$ cat config.mk
export PLATFORM = sky130hd
export DESIGN_NAME = io_cfg_ctrl_flat
export DESIGN_NICKNAME = d
export VERILOG_FILES = /design/src/rtl/io_cfg_ctrl_if.sv /design/src/rtl/io_cfg_ctrl.sv /design/src/flat_wrapper.sv
export SDC_FILE = /design/constraint.sdc
export NUM_CORES = 2
export LEC_CHECK = 0
export CORE_MARGIN = 2
export CORE_UTILIZATION = 55
export CTS_BUF_LIST = sky130_fd_sc_hd__clkbuf_4 sky130_fd_sc_hd__clkbuf_8
export DETAILED_ROUTE_END_ITERATION = 7
export DONT_BUFFER_PORTS = 1
export PLACE_DENSITY = 0.7
export SLEW_MARGIN = 10
export SYNTH_ARGS = -nofsm -noshare
export SYNTH_HDL_FRONTEND = slang
export SYNTH_SLANG_ARGS = --single-unit
export TNS_END_PERCENT = 1
$ cat constraint.sdc
create_clock -name clk -period 2.3 [get_ports clk]
set_input_delay 0.23 -clock clk [delete_from_list [all_inputs] [get_ports clk]]
set_output_delay 0.23 -clock clk [all_outputs]
set_load 0.05 [all_outputs]
$ cat src/rtl/io_cfg_ctrl_if.sv
// Host-side request/response bundle for the pad-control register block.
// Handshake: a request transfers on a posedge where req_valid & req_ready; the
// host keeps req_valid and payload stable until then. rsp_valid is a one-cycle
// pulse with no backpressure. dbg_state mirrors the controller FSM.
interface io_cfg_ctrl_if #(
  parameter int SIDEW = 2,
  parameter int PINW  = 4,
  parameter int CFGW  = 18
);
  logic              req_valid;
  logic              req_ready;
  logic              req_write;
  logic              req_bcast;
  logic              req_commit;
  logic [SIDEW-1:0]  req_side;
  logic [PINW-1:0]   req_pin;
  logic [CFGW+1:0]   req_wdata;
  logic              rsp_valid;
  logic              rsp_err;
  logic [CFGW+1:0]   rsp_rdata;
  logic              busy;
  logic [1:0]        dbg_state;

  modport master (
    output req_valid, req_write, req_bcast, req_commit, req_side, req_pin, req_wdata,
    input  req_ready, rsp_valid, rsp_err, rsp_rdata, busy, dbg_state
  );

  modport slave (
    input  req_valid, req_write, req_bcast, req_commit, req_side, req_pin, req_wdata,
    output req_ready, rsp_valid, rsp_err, rsp_rdata, busy, dbg_state
  );
endinterface

$ cat src/rtl/io_cfg_ctrl.sv
// Pad-control register block: host writes land in a shadow bank, and a commit copies
// the whole shadow bank into the active bank that drives the padring in a single edge.
module io_cfg_ctrl #(
  parameter int              NSIDES   = 4,
  parameter int              NPINS    = 9,
  parameter int              CFGW     = 18,
  parameter logic [CFGW-1:0] RESETCFG = '0,
  parameter int              PINW     = $clog2(NPINS),
  parameter int              SIDEW    = $clog2(NSIDES)
) (
  input  logic                          clk,
  input  logic                          nreset,
  io_cfg_ctrl_if.slave                  bus,
  output logic [NSIDES*NPINS*CFGW-1:0]  io_cfg,
  output logic [NSIDES*NPINS-1:0]       io_ie,
  output logic [NSIDES*NPINS-1:0]       io_oen
);

  localparam int                DW       = CFGW + 2;
  // Word layout {cfg, ie, oen}; reset leaves every pad tristated with input off.
  localparam logic [DW-1:0]     RST_WORD = {RESETCFG, 1'b0, 1'b1};
  localparam logic [SIDEW:0]    SIDE_LIM = (SIDEW+1)'(NSIDES);
  localparam logic [PINW:0]     PIN_LIM  = (PINW+1)'(NPINS);
  localparam logic [PINW-1:0]   LAST_PIN = PINW'(NPINS - 1);

  typedef enum logic [1:0] {
    S_IDLE   = 2'd0,
    S_BCAST  = 2'd1,
    S_COMMIT = 2'd2
  } state_t;

  state_t            r_state;
  state_t            w_next;
  logic [DW-1:0]     r_shadow [NSIDES][NPINS];
  logic [DW-1:0]     r_active [NSIDES][NPINS];
  logic [PINW-1:0]   r_cnt;
  logic [SIDEW-1:0]  r_bside;
  logic [DW-1:0]     r_bdata;
  logic              r_rsp_valid;
  logic              r_rsp_err;
  logic [DW-1:0]     r_rsp_rdata;

  logic              w_accept;
  logic              w_side_ok;
  logic              w_addr_ok;
  logic              w_single_wr;
  logic              w_bcast_go;
  logic [DW-1:0]     w_rd_word;

  assign w_accept    = bus.req_valid && (r_state == S_IDLE);
  assign w_side_ok   = {1'b0, bus.req_side} < SIDE_LIM;
  assign w_addr_ok   = w_side_ok && ({1'b0, bus.req_pin} < PIN_LIM);
  assign w_single_wr = w_accept && !bus.req_commit && bus.req_write && !bus.req_bcast && w_addr_ok;
  assign w_bcast_go  = w_accept && !bus.req_commit && bus.req_write && bus.req_bcast && w_side_ok;

  always_comb begin
    w_rd_word = '0;
    if (w_addr_ok) w_rd_word = r_shadow[bus.req_side][bus.req_pin];
  end

  always_ff @(posedge clk or negedge nreset) begin
    if (!nreset) r_state <= S_IDLE;
    else         r_state <= w_next;
  end

  always_comb begin
    w_next = r_state;
    case (r_state)
      S_IDLE: begin
        if (w_accept && bus.req_commit) w_next = S_COMMIT;
        else if (w_bcast_go)            w_next = S_BCAST;
      end
      S_BCAST:  if (r_cnt == LAST_PIN) w_next = S_IDLE;
      S_COMMIT: w_next = S_IDLE;
      default:  w_next = S_IDLE;
    endcase
  end

  always_ff @(posedge clk or negedge nreset) begin
    if (!nreset) begin
      r_rsp_valid <= 1'b0;
      r_rsp_err   <= 1'b0;
      r_rsp_rdata <= '0;
      r_cnt       <= '0;
      r_bside     <= '0;
      r_bdata     <= '0;
    end else begin
      r_rsp_valid <= 1'b0;
      r_rsp_err   <= 1'b0;
      r_rsp_rdata <= '0;
      case (r_state)
        S_IDLE: begin
          if (w_accept && !bus.req_commit) begin
            if (bus.req_write && bus.req_bcast) begin
              if (w_side_ok) begin
                r_bside <= bus.req_side;
                r_bdata <= bus.req_wdata;
                r_cnt   <= '0;
              end else begin
                r_rsp_valid <= 1'b1;
                r_rsp_err   <= 1'b1;
              end
            end else begin
              r_rsp_valid <= 1'b1;
              r_rsp_err   <= !w_addr_ok;
              if (!bus.req_write) r_rsp_rdata <= w_rd_word;
            end
          end
        end
        S_BCAST: begin
          if (r_cnt == LAST_PIN) begin
            r_cnt       <= '0;
            r_rsp_valid <= 1'b1;
          end else begin
            r_cnt <= r_cnt + PINW'(1);
          end
        end
        S_COMMIT: r_rsp_valid <= 1'b1;
        default: ;
      endcase
    end
  end

  always_ff @(posedge clk or negedge nreset) begin
    if (!nreset) begin
      for (int s = 0; s < NSIDES; s++)
        for (int p = 0; p < NPINS; p++)
          r_shadow[s][p] <= RST_WORD;
    end else if (w_single_wr) begin
      r_shadow[bus.req_side][bus.req_pin] <= bus.req_wdata;
    end else if (r_state == S_BCAST) begin
      r_shadow[r_bside][r_cnt] <= r_bdata;
    end
  end

  // The active bank only ever loads as a whole, so the padring sees one atomic change.
  always_ff @(posedge clk or negedge nreset) begin
    if (!nreset) begin
      for (int s = 0; s < NSIDES; s++)
        for (int p = 0; p < NPINS; p++)
          r_active[s][p] <= RST_WORD;
    end else if (r_state == S_COMMIT) begin
      r_active <= r_shadow;
    end
  end

  for (genvar gs = 0; gs < NSIDES; gs++) begin : g_side
    for (genvar gp = 0; gp < NPINS; gp++) begin : g_pin
      assign io_cfg[(gs*NPINS+gp)*CFGW +: CFGW] = r_active[gs][gp][DW-1:2];
      assign io_ie[gs*NPINS+gp]                 = r_active[gs][gp][1];
      assign io_oen[gs*NPINS+gp]                = r_active[gs][gp][0];
    end
  end

  assign bus.req_ready = (r_state == S_IDLE);
  assign bus.busy      = (r_state != S_IDLE);
  assign bus.rsp_valid = r_rsp_valid;
  assign bus.rsp_err   = r_rsp_err;
  assign bus.rsp_rdata = r_rsp_rdata;
  assign bus.dbg_state = r_state;

endmodule
$ cat src/flat_wrapper.sv
// flat-port wrapper written by rule: the top's interface ports become plain ports
module io_cfg_ctrl_flat 
#(
  parameter int              NSIDES   = 4,
  parameter int              NPINS    = 9,
  parameter int              CFGW     = 18,
  parameter logic [CFGW-1:0] RESETCFG = '0,
  parameter int              PINW     = $clog2(NPINS),
  parameter int              SIDEW    = $clog2(NSIDES)
)
  (clk, nreset, io_cfg, io_ie, io_oen, bus_req_valid, bus_req_write, bus_req_bcast, bus_req_commit, bus_req_side, bus_req_pin, bus_req_wdata, bus_req_ready, bus_rsp_valid, bus_rsp_err, bus_rsp_rdata, bus_busy, bus_dbg_state);
  io_cfg_ctrl_if #(.SIDEW(SIDEW), .PINW(PINW), .CFGW(CFGW)) bus_i ();
  input  logic clk;
  input  logic nreset;
  output logic [NSIDES*NPINS*CFGW-1:0] io_cfg;
  output logic [NSIDES*NPINS-1:0] io_ie;
  output logic [NSIDES*NPINS-1:0] io_oen;
  input wire logic [$bits(bus_i.req_valid)-1:0] bus_req_valid;
  input wire logic [$bits(bus_i.req_write)-1:0] bus_req_write;
  input wire logic [$bits(bus_i.req_bcast)-1:0] bus_req_bcast;
  input wire logic [$bits(bus_i.req_commit)-1:0] bus_req_commit;
  input wire logic [$bits(bus_i.req_side)-1:0] bus_req_side;
  input wire logic [$bits(bus_i.req_pin)-1:0] bus_req_pin;
  input wire logic [$bits(bus_i.req_wdata)-1:0] bus_req_wdata;
  output wire logic [$bits(bus_i.req_ready)-1:0] bus_req_ready;
  output wire logic [$bits(bus_i.rsp_valid)-1:0] bus_rsp_valid;
  output wire logic [$bits(bus_i.rsp_err)-1:0] bus_rsp_err;
  output wire logic [$bits(bus_i.rsp_rdata)-1:0] bus_rsp_rdata;
  output wire logic [$bits(bus_i.busy)-1:0] bus_busy;
  output wire logic [$bits(bus_i.dbg_state)-1:0] bus_dbg_state;
  assign bus_i.req_valid = bus_req_valid;
  assign bus_i.req_write = bus_req_write;
  assign bus_i.req_bcast = bus_req_bcast;
  assign bus_i.req_commit = bus_req_commit;
  assign bus_i.req_side = bus_req_side;
  assign bus_i.req_pin = bus_req_pin;
  assign bus_i.req_wdata = bus_req_wdata;
  assign bus_req_ready = bus_i.req_ready;
  assign bus_rsp_valid = bus_i.rsp_valid;
  assign bus_rsp_err = bus_i.rsp_err;
  assign bus_rsp_rdata = bus_i.rsp_rdata;
  assign bus_busy = bus_i.busy;
  assign bus_dbg_state = bus_i.dbg_state;
  io_cfg_ctrl #(.NSIDES(NSIDES), .NPINS(NPINS), .CFGW(CFGW), .RESETCFG(RESETCFG), .PINW(PINW), .SIDEW(SIDEW)) u_core (.clk(clk), .nreset(nreset), .bus(bus_i), .io_cfg(io_cfg), .io_ie(io_ie), .io_oen(io_oen));
endmodule
* Yosys cells after proc, flatten, opt, wreduce, memory -nomap -nowiden *
Index checks and enable logic that the tools add are counted.

storage, ports and cells
  flip-flop bits (word level) = 1,490
  word-level logic and storage cells = 160

operators by class
  $add $sub $neg = 1
  $lt $le $gt $ge = 9
  equal/unequal tests = 7
  multiplexer cells = 38
  bitwise logic cells = 4
  reduce and logical (&&, ||, !) cells = 22

operators by type and width
  kind                   count
  $bwmux W720            2
  $mux W720              2
  $demux W180 S2         2
  $mux W180              4
  $bmux W180 S2          1
  $mux W20               9
  $demux W20 S4          2
  $bmux W20 S4           1
  $logic_and A1 B1 Y1    12
  $mux W4                3
  $ge A5 B5 Y1 const B   2
  $lt A5 B1 Y1 const B   2
  $not A4 Y5             2
  $pmux W4 S2            1
  $ge A3 B3 Y1 const B   2
  $lt A3 B1 Y1 const B   2
  $mux W1                6
  $mux W2                3
  $ne A2 B1 Y1 const B   3
  $not A2 Y3             2
  $reduce_and A3 Y1      2
  $reduce_bool A2 Y1     3
  $add A4 B1 Y4 const B  1
  $eq A4 B4 Y1 const B   1
  other kinds (9)        11

* Logic depth before layout (Yosys ltp) *
  depth after elaboration = 12
  mapped depth = 10
  gate-level depth less buffers = 7

* Worst setup path before layout *
No wires, ideal clock.

  path kind = reg-to-reg
  from = register u_core.r_state[0] (netlist: u_core.bus.dbg_state[0])
  to = register u_core.r_shadow[10] (netlist bit)
  arrival = 2.365 ns
  required time = 2.182 ns
  setup slack = -0.183 ns
  stages on the path, launching flop included = 9
  buffers on the path = 3
  cell sequence = dfrtp_1 > buf_6 > or4b_1 > buf_6 > nor3_4 > nor3_1 > buf_4 > a22o_1 > a21o_1

between the ends
  cells in the longest elaborated chain, start to end = 7
  elaborated cells on any way between the ends = 9
  classes of those cells = eq/ne: 1; mux: 1; reduce/logical: 7

ends and longest elaborated chain
  element                                                 RTL line            source
  start, declared                                         io_cfg_ctrl.sv:32   state_t r_state;
  start signal, assigned                                  io_cfg_ctrl.sv:63   else r_state <= w_next;
  $logic_not A2 Y1                                        io_cfg_ctrl.sv:50   assign w_accept = bus.req_valid && (r_state == S_IDLE);
  $logic_and A1 B1 Y1                                     io_cfg_ctrl.sv:50
  $logic_and A1 B1 Y1 (4 in a row)                        io_cfg_ctrl.sv:53   assign w_single_wr = w_accept && !bus.req_commit && bus.req_write && !bus.req_bcast && w_addr_ok;
  $mux W720 / $reduce_bool A2 Y1 (equally long branches)  --
  end signal, assigned by index                           io_cfg_ctrl.sv:130  r_shadow[bus.req_side][bus.req_pin] <= bus.req_wdata;
  end signal, assigned by index                           io_cfg_ctrl.sv:132  r_shadow[r_bside][r_cnt] <= r_bdata;
  end, declared                                           io_cfg_ctrl.sv:34   logic [DW-1:0] r_shadow [NSIDES][NPINS];

Several ways; a longest one is shown, not always the timed one.
A chain may end at the register's enable or synchronous reset.

* Final worst setup path *
  from = register u_core.r_state[1] (netlist: u_core.bus.dbg_state[1])
  to = output bus_busy

between the ends
  cells in the longest elaborated chain, start to end = 1

ends and longest elaborated chain
  element             RTL line            source
  $reduce_bool A2 Y1  io_cfg_ctrl.sv:156  assign bus.busy = (r_state != S_IDLE);
  end, declared       flat_wrapper.sv:29  output wire logic [$bits(bus_i.busy)-1:0] bus_busy;

No other way between the ends.

==> impl_results.md <==
- Asr flop ratio synth: 100.0%
- Drt first pass iters: 6
- Largest net degree at the start of global routing: 240
- Minimum clock period: roughly 2500 ps
- Initial Utilization: 55.18%
- Failing checks: hold timing, setup timing
- Share of the synthesized area in the top cell type: a little over half
- Latest clock arrival within the worst-skew pair: between 1000 and 1500 ps
- Fmax: around 400 MHz
- Ports: just under 800
- Fin Clk Skew: 79.75 ps
- Gpl congestion: between 1 and 1.5
- Antenna violations before repair: 26
- Final worst slack: -188.3 ps
- Top cell type by total area after synthesis: dfrtp_1
- TNS Setup: -3539 ps
- Sink Count: roughly 1500
- Setup-failing EPs final: 79
- H-Tree Depth: 4
- Routed vias/inst: 7.103
- Synth cell types: ~70
- Post-DRT Antenna Nets: 0
- Vias in the first global route: just under 50000
- Clk buf depth: 3
- Drc violations: 0
- Slew Viols, Final: 0
- DR vias: 52180
- Fillcell total: 8946
- Std-Cell Rows: 127
- CP max stage cell: dfrtp_1
- DP HPWL: around 190000 µm
- Global-route wire length before repair: between 300000 and 400000 µm
- Worst EP required: about 2100 ps
- Final Cycle Share: 108.2%
- Area after DPL: roughly 0.07 mm²
- Final Hold Slack: -1064 ps
- Bufs and invs on worst path: 4
- Mapped Cells: between 5000 and 6000
- DR WL/cell: ~39 µm
- Total grt overflow: 0
- Synth Warn #: 0
- Syn_area_per_cell: roughly 12 µm²
- GRT Resource Usage Total: between 40% and 50%
- Final hold violation count: 713
- Synthesis-to-finish area growth: 16.68%
- Peak supply drop: roughly 0.95 mV
- Die Span Y: ~350 µm
- Syn Nets: around 5400
- Leak: 36.52 nW
- Worst setup SP type: flop
- CTS root buffer: clkbuf_8
- Core Util, Final: around 64%
- Slew @ Worst Pin: roughly 1300 ps
- Top Family by Delay on Critical Path: buffers and inverters
- 1st-iter DRT viols: 8509
- EDFF count, synth: 0
- Core area: around 0.12 mm²
- # nets final: between 5000 and 6000
- Clock-pin slew on the worst setup and hold paths: roughly 70 ps
- Port Buf Inserts: 0
- Worst slew margin: between 10% and 20%
- Max-cap viol count: 0
- Register Area: 0.03738 mm²
- Setup crit end kind: output pin
- Largest fanout on the critical path: 4
- Sequential fraction of the synthesis area: 56.69%
- Die W: 350.2 µm
- RSZ-0062 raised after global routing: yes
- CTS Hold Bufs: 64
- Post-route cell area: just under 0.08 mm²
- Die Area: 0.1227 mm²
- Worst path cell trace: buf_6 > buf_12 > nor2_4 > inv_2 > buf_8
- Fraction of layout instances using a drive strength above 1: between 30 and 40%
- FF+latch count, synth: between 1000 and 1500
- Main area contributors after synthesis: dfrtp_1 (54%), mux2_2 (13%), mux4_2 (5.3%)
- Setup CP Type: reg -> out
- Worst EP arrival: ~2300 ps
- Post-Route WL: roughly 280000 µm
- Synth Flop Type: dfrtp_1
- Total CTS buffers: between 200 and 250
- Area of the multi-input gates: approximately 0.027 mm²
- CTS tree: done
- Status: finished, violations left
- Synthesized cell area: 0.06594 mm²
- Slowest stage delay, CP: roughly 400 ps
- Hold Path Class: in -> async
- Pre-CTS setup slack: -1005 ps
- Cell area power density: ~1400 mW/mm²
kinds of logic after synthesis:
| group | after synthesis | synth area share [%] |
|---|---|---|
| AO/OA/AOI/OAI | 1249 | 14.01 |
| multiplexers | 957 | 18.87 |
| flip-flops | 1490 | 56.69 |
| adder cells (fa/ha/maj) | 4 | 0.07591 |
| AND/OR/NAND/NOR | 1088 | 7.097 |
| buffers and inverters | 535 | 3.270 |
registers in the layout, summed over array words and instances (netlist names):
register,flops
u_core.bus.rsp_rdata,20
u_core.bus.rsp_valid,1
u_core.io_oen,36
u_core.bus.dbg_state,2
u_core.r_cnt,4
u_core.io_cfg,648
u_core.r_shadow,720
u_core.r_bside,2
u_core.r_bdata,20
u_core.bus.rsp_err,1
u_core.io_ie,36
synthesized netlist by cell type, types with 9 or more instances:
cell type	instances
o21ai_0	113
o221ai_1	146
nand3_1	77
and2_1	11
mux2_2	746
a21oi_1	88
o211ai_1	12
a21o_1	160
mux4_2	154
buf_1	32
and4_1	12
mux2i_1	57
nor3_1	53
a41oi_1	10
o21ai_1	40
nor2_1	116
buf_2	91
nand2b_1	9
a22o_1	183
o22ai_1	51
clkbuf_1	400
a22oi_1	378
dfstp_2	72
a2bb2oi_1	23
nor2b_1	15
a221o_1	19
dfrtp_1	1418
nand2_1	751
where the power goes:
group          leakage, nW  switching, mW  internal, mW
clock                 2.80           11.3          13.6
combinational         14.8           13.4          9.98
sequential            18.9           23.3          33.9
total                 36.5           48.0          57.5
cells in the final DEF (no fill, tap or decap), types with 49 or more instances in the layout:
master / Yosys / final
a22oi_1: 378 / 376
dfstp_2: 72 / 72
a21oi_1: 88 / 87
a22o_1: 183 / 183
clkbuf_8: 0 / 295
nand2_1: 751 / 743
o22ai_1: 51 / 49
o221ai_1: 146 / 142
o21ai_0: 113 / 110
buf_4: 5 / 314
clkbuf_4: 0 / 91
mux4_2: 154 / 154
buf_12: 0 / 74
nor2_1: 116 / 103
mux2i_1: 57 / 57
dfrtp_1: 1418 / 1417
mux2_2: 746 / 746
a21o_1: 160 / 160
nand3_1: 77 / 76
through the flow:
| step | power [mW] | cells | hold slack (ps) |
|---|---|---|---|
| final | 105.5 | 7346 | -1064 |
| after global placement | 77.66 | 6824 | -60.66 |
| after floorplan | 64.52 | 5323 | -65.59 |
| after detailed placement | 78.40 | 6824 | -58.90 |
| after CTS | 103.8 | 7325 | -1133 |
| after global routing | 107.6 | 7335 | -1107 |
metal layers:
layer	global-route usage (%)	wire [µm]	vias to the layer above
li1	-	-	20081
met1	57.02	97350	26389
met2	65.09	120000	4611
met3	18.92	42950	1079
met4	29.64	22890	20
met5	0	125	-
layout make-up:
cell class	count	share of cell area (%)
antenna	15	0.04879
clock buffer	386	6.165
clock inverter	49	0.6521
inverter	5	0.02439
multi-input combinational	3298	34.77
sequential	1490	48.58
tap	1612	2.622
timing repair buffer	491	7.135
path summary, 6_finish.rpt:
path / cells after the start / from / slack, ps / end
worst max-delay path: 5 / u_core.bus.dbg_state[1]$_DFFE_PN0P_ / -190 / bus_busy
worst min-delay path: 0 / nreset / -1060 / u_core.io_cfg[570]$_DFFE_PN0P_
worst max register to register: 5 / u_core.r_shadow[264]$_DFFE_PN0P_ / -160 / u_core.bus.rsp_rdata[4]$_DFF_PN0_
worst min register to register: 2 / u_core.r_shadow[340]$_DFFE_PN1P_ / 480 / u_core.r_shadow[340]$_DFFE_PN1P_
max in group asynchronous: 5 / nreset / 320 / u_core.io_cfg[467]$_DFFE_PN0P_
min in group clk: 4 / bus_req_side[1] / 70 / u_core.bus.rsp_rdata[8]$_DFF_PN0_
what timing repair did:
action	4_1_cts	5_1_grt
pin swaps	5	24
endpoints found under the hold margin	1333	709
endpoints found under the setup margin	81	508
buffers inserted	3	1
gates resized for setup	34	61
cloned	0	0
Note: power is estimated with default switching activity, not from simulation.
